[config.mk]
export PLATFORM = sky130hd
export DESIGN_NAME = ysyx_23060332_ifu
export DESIGN_NICKNAME = d
export VERILOG_FILES = /design/src/rtl/ysyx_23060332_ifu.sv
export SDC_FILE = /design/constraint.sdc
export NUM_CORES = 1
export LEC_CHECK = 0
export CAP_MARGIN = 25
export CORE_ASPECT_RATIO = 2
export CORE_UTILIZATION = 46
export DETAILED_ROUTE_END_ITERATION = 6
export GPL_TIMING_DRIVEN = 0
export PLACE_DENSITY_LB_ADDON = 0.15
export SETUP_SLACK_MARGIN = 0.1
export SYNTH_ARGS = -nofsm -noshare
export SYNTH_HDL_FRONTEND = slang
export SYNTH_SLANG_ARGS = --single-unit
[constraint.sdc]
create_clock -name clk -period 2.3 [get_ports clk]
set_input_delay 0.46 -clock clk [delete_from_list [all_inputs] [get_ports clk]]
set_output_delay 0.46 -clock clk [all_outputs]
set_load 0.02 [all_outputs]
[src/rtl/ysyx_23060332_ifu.sv]
// ysyx_23060332_ifu -- instruction fetch unit for the NPC core.
//
// Holds the PC, fetches one 32-bit word at a time from instruction memory and
// presents it to the decoder.
//
// Ports:
//   clk, rst_n            core clock; asynchronous active-low reset
//   araddr/arvalid/arready            read-address channel to instruction memory
//   rdata/rresp/rvalid/rready         read-data channel from instruction memory
//   inst_o/inst_addr_o/inst_valid/inst_ready  instruction + PC to the decoder
//   jump_en/jump_addr     next-PC redirect from the EXU, sampled on the
//                         decoder handshake only
//   fetch_err             sticky fault (bus error or misaligned redirect)
//   fetch_cnt             instructions handed to the decoder (wraps)
//
// Handshake rule for all three channels: a transfer happens on a rising edge
// where valid && ready are both high; the producer keeps valid and its payload
// stable until that edge and never withdraws valid early.
//
// Every output is either a register or a decode of the state register, so no
// input reaches an output combinationally.

module ysyx_23060332_ifu #(
   parameter int                ADDR_W   = 32,
   parameter int                DATA_W   = 32,
   parameter logic [ADDR_W-1:0] RESET_PC = 32'h8000_0000
) (
   input  logic              clk,
   input  logic              rst_n,
   output logic [ADDR_W-1:0] araddr,
   output logic              arvalid,
   input  logic              arready,
   input  logic [DATA_W-1:0] rdata,
   input  logic [1:0]        rresp,
   input  logic              rvalid,
   output logic              rready,
   output logic [DATA_W-1:0] inst_o,
   output logic [ADDR_W-1:0] inst_addr_o,
   output logic              inst_valid,
   input  logic              inst_ready,
   input  logic              jump_en,
   input  logic [ADDR_W-1:0] jump_addr,
   output logic              fetch_err,
   output logic [31:0]       fetch_cnt
);

   typedef enum logic [2:0] {
      S_IDLE,
      S_ADDR,
      S_DATA,
      S_HOLD,
      S_ERR
   } state_t;

   localparam logic [ADDR_W-1:0] PC_STEP = {{(ADDR_W-3){1'b0}}, 3'd4};

   state_t            state;
   state_t            state_nx;
   logic [ADDR_W-1:0] pc;
   logic [ADDR_W-1:0] pc_nx;
   logic              data_hs;
   logic              inst_hs;

   // Only an OK response is captured; an error response moves to ERR instead.
   assign data_hs = (state == S_DATA) && rvalid && (rresp == 2'b00);
   assign inst_hs = (state == S_HOLD) && inst_ready;

   always_comb begin
      state_nx = state;
      pc_nx    = pc;
      case (state)
         S_IDLE: state_nx = S_ADDR;
         S_ADDR: if (arready) state_nx = S_DATA;
         S_DATA: begin
            if (rvalid) state_nx = (rresp == 2'b00) ? S_HOLD : S_ERR;
         end
         S_HOLD: begin
            if (inst_ready) begin
               if (jump_en) begin
                  // pc takes the target even when misaligned so the fault
                  // address stays visible on araddr while parked in ERR.
                  pc_nx    = jump_addr;
                  state_nx = (jump_addr[1:0] != 2'b00) ? S_ERR : S_ADDR;
               end else begin
                  pc_nx    = pc + PC_STEP;
                  state_nx = S_ADDR;
               end
            end
         end
         S_ERR:   state_nx = S_ERR;
         default: state_nx = S_IDLE;
      endcase
   end

   always_ff @(posedge clk or negedge rst_n) begin
      if (!rst_n) begin
         state       <= S_IDLE;
         pc          <= RESET_PC;
         inst_o      <= '0;
         inst_addr_o <= RESET_PC;
         fetch_cnt   <= '0;
      end else begin
         state <= state_nx;
         pc    <= pc_nx;
         if (data_hs) begin
            inst_o      <= rdata;
            inst_addr_o <= pc;
         end
         if (inst_hs) fetch_cnt <= fetch_cnt + 32'd1;
      end
   end

   assign araddr     = pc;
   assign arvalid    = (state == S_ADDR);
   assign rready     = (state == S_DATA);
   assign inst_valid = (state == S_HOLD);
   assign fetch_err  = (state == S_ERR);

endmodule

==> results of run 1 <==
-- kinds of logic (layout without fill, tap and decap cells) --
kind of cell	after synthesis	after routing	share of synthesized area, %
DFF	131	131	54.7
adders and majority gates	2	2	0.417
xor gates and xnor gates	31	31	4.52
buffers and inverters	42	283	2.81
and+or+nand+nor	185	185	16.0
AOI/OAI and AO/OA	81	81	8.26
muxes	72	72	13.3
-- how the worst max path moves through the flow --
stage                           from         endpoint  slack [ns]  cells past startpoint
after global placement         rst_n  inst_addr_o[21]       -4.34                      1
after global routing        state[2]    fetch_cnt[20]        0.05                      8
after floorplan            araddr[8]       araddr[28]        0.13                      6
after detailed placement  inst_ready    fetch_cnt[24]       -0.65                      7
final                     araddr[13]       araddr[28]        0.13                      6
after CTS                   state[2]    fetch_cnt[24]        0.04                      8
-- sequential cells by signal (all words and copies together) (netlist names) --
register	cells
araddr	32
state	3
fetch_cnt	32
inst_addr_o	32
inst_o	32
-- per-stage QoR --
| stage | cells | hold slack (ns) | power (mW) |
|---|---|---|---|
| floorplan | 544 | 0.164 | 5.04 |
| global placement | 896 | 0.466 | 6.66 |
| detailed placement | 897 | 0.466 | 6.78 |
| CTS | 931 | 0.0251 | 9.35 |
| global route | 935 | 0.0547 | 9.79 |
| finish | 935 | -0.00136 | 9.35 |
-- layer usage --
layer | routed length, um | vias to the layer above
li1 | - | 2431
met1 | 6070 | 2619
met2 | 10100 | 264
met3 | 1210 | 52
met4 | 735 | 0
met5 | 0 | -
-- area by class of cell --
cell class,count,share of cell area [%]
clock buffers,18,4.79
multi-input cells,371,29.5
flip-flops and latches,131,36.7
repair buffers,209,23.3
well taps,150,2.09
inverters,10,0.419
clock inverters,14,1.47
plain buffers,32,1.76
-- worst max-delay path, stage by stage, from the launching register on --
cell and delay (ns):
dfrtp_1 0.36, buf_6 0.14, nand4_1 0.20, or4_4 0.59, or4_1 0.50, mux2i_1 0.14, a21oi_1 0.09
-- cells in the mapped netlist (all sizes together) (2+ instances only) --
cell,number
dfrtp,129
mux2,63
nand2,44
nor2,34
nand4,25
a21oi,22
xnor2,22
o22ai,20
nand3,19
nor3,17
o21ai,17
and3,16
buf,16
clkbuf,16
inv,10
mux2i,9
nor4,9
xor2,9
a22oi,5
a21o,4
or3,4
a31oi,3
and4,3
or4,3
a211oi,2
a221o,2
a311oi,2
a31o,2
and2,2
dfstp,2
ha,2
nor2b,2
nor3b,2
-- power by group --
part / leakage (nW) / internal, mW / switching (mW)
logic: 1.92 / 1.70 / 1.72
registers: 1.69 / 2.90 / 0.470
clock network: 0.263 / 1.50 / 1.06
total: 3.88 / 6.09 / 3.25
-- timing repair --
action / 4_1_cts / 5_1_grt
endpoints found under the setup margin: 74 / 35
gates resized for setup: 16 / 32
buffers inserted: 2 / 4
hold endpoints to repair: 0 / 0
pin swaps: 1 / 2
==> results.tsv, run 1 <==
stage	metric	value	unit
status	status	finished with violations	
status	violated checks	negative hold slack	
logic_synthesis	flops & latches, synth	131	
global_routing	GRT met1 Usage	26.8	%
sta	clock skew	0.00996	ns
global_routing	grt met3 use	7.04	%
placement	DP Wirelength	13400	um
clock_network	Clock Sink Count	131	
sta	setup violators final	0	
clock_network	Hold-fix buffers, CTS	0	
global_routing	largest net degree at the start of global routing	75	
global_routing	initial antenna violation count	0	
logic_synthesis	main flop type after synthesis	dfrtp_1	
clock_network	clock tree buffer depth	2	
floorplanning	Die W	82.8	um
detailed_routing	Final ANT Viol Nets	0	
logic_synthesis	Post-synth EDFFs	0	
logic_synthesis	area share of the largest cell type after synthesis	53.8	%
placement	RePlAce Congestion	0.930	
logic_synthesis	post-synthesis sequential area ratio	54.7	%
placement	I/O Buffers	202	
detailed_routing	final wirelength	18200	um
worst_setup_path	CP Data Arrival Time	2.43	ns
logic_synthesis	area leader, netlist	dfrtp_1	
floorplanning	area of the die	13500	sq um
layout	most frequent cells in the layout	clkdlybuf4s50_1 (197), dfrtp_1 (123), mux2_2 (59)	
logic_synthesis	Post-Synthesis Cells	544	
global_routing	Tot GR Track Use	27.7	%
worst_setup_path	reg2reg start	araddr[13]	
worst_setup_path	CP Class	reg2reg	
layout	post-route cell area	8960	sq um
sta	RSZ-0062 raised after global routing	true	
pwr	power per cell area	1040	nW/um^2
logic_synthesis	top cells by area, synth	dfrtp_1 (54%), mux2_2 (11%), xnor2_1 (3.2%), nand2_1 (2.8%), nand4_1 (2.5%)	
detailed_routing	drt wl/cell	19.4	um
detailed_routing	Detailed Routing Iterations Pass 1	5	
detailed_routing	DR iter-0 viols	267	
worst_setup_path	worst reg2reg endpoint	araddr[28]	
sta	Tcrit/Tclk final	94.1	%
layout	filler cell count	960	
layout	layout cells sized above 1	17.7	%
layout	n_diodes	0	
sta	post-route minimum period	2.17	ns
global_routing	grt ovf	0	
pwr	Lkg Pwr	3.88	nW
layout	Nets	846	
detailed_routing	vias per cell	5.74	
sta	worst rel slew slack	56.5	%
logic_synthesis	Synth Area per Inst	11.0	sq um
floorplanning	Core Region	12600	sq um
global_routing	busiest layer in global routing	met2	
clock_network	cts bufs inserted	17	
sta	fmax	462	MHz
pwr	Peak VDD IR	0.000856	V
sta	setup TNS	0	ns
floorplanning	initial core utilization	47.5	%
run	maxcap violations	0	
worst_hold_path	HP Class	in2async	
logic_synthesis	Syn. warnings	0	
sta	Pins Over Slew Limit	0	
sta	Worst Tran Pin Value	0.647	ns
worst_setup_path	Worst EP required	2.57	ns
clock_network	CTS tree	built	
layout	Core Util, Final	71.0	%
clock_network	Root Buffer	clkbuf_16	
sta	Final WS setup	0.135	ns
global_routing	number of global-route vias before repair	5603	
worst_setup_path	R2R setup slack	0.13	ns
clock_network	Clk Latency, worst-skew pair	0.42	ns
worst_setup_path	CP Max Fanout	9	
placement	pre-CTS setup slack	-0.649	ns
detailed_routing	Vias	5366	
placement	Area after DPL	8240	sq um
layout	P&R area growth vs syn	49.4	%
worst_setup_path	Setup crit start kind	flip-flop	
layout	sequential standard cell area	3290	sq um
logic_synthesis	Yosys cell types	45	
layout	Multi-input gate area	2640	sq um
worst_setup_path	Critical Path End Type	flip-flop	
global_routing	first-pass GRT wire length	27700	um
sta	Final Hold Viols	4	
global_routing	met2 Use GR	51.2	%
floorplanning	Die H	164	um
sta	WHS	-0.00136	ns
detailed_routing	DRC	0	
floorplanning	num rows	58	
layout	leading cell type in the layout, fill and taps excluded	clkdlybuf4s50_1	
logic_synthesis	Mapped Area	6000	sq um
clock_network	Worst-path clk slew	0.06	ns
clock_network	H-tree lvl count	4	
floorplanning	IO Pins	204	
worst_setup_path	FF-to-FF path depth	6	
logic_synthesis	syn nets	618	
logic_synthesis	ys async rst share	100	%
(Power assumes the default switching activity.)
==> run 2, diff against run 1 <==
--- a/config.mk
+++ b/config.mk
@@ -8,6 +8,7 @@
 export CAP_MARGIN = 25
 export CORE_ASPECT_RATIO = 2
 export CORE_UTILIZATION = 46
+export CTS_CLUSTER_DIAMETER = 100
 export DETAILED_ROUTE_END_ITERATION = 6
 export GPL_TIMING_DRIVEN = 0
 export PLACE_DENSITY_LB_ADDON = 0.15
==> results of run 2 <==
The final DEF is identical to that of run 1; final timing and power are the same.
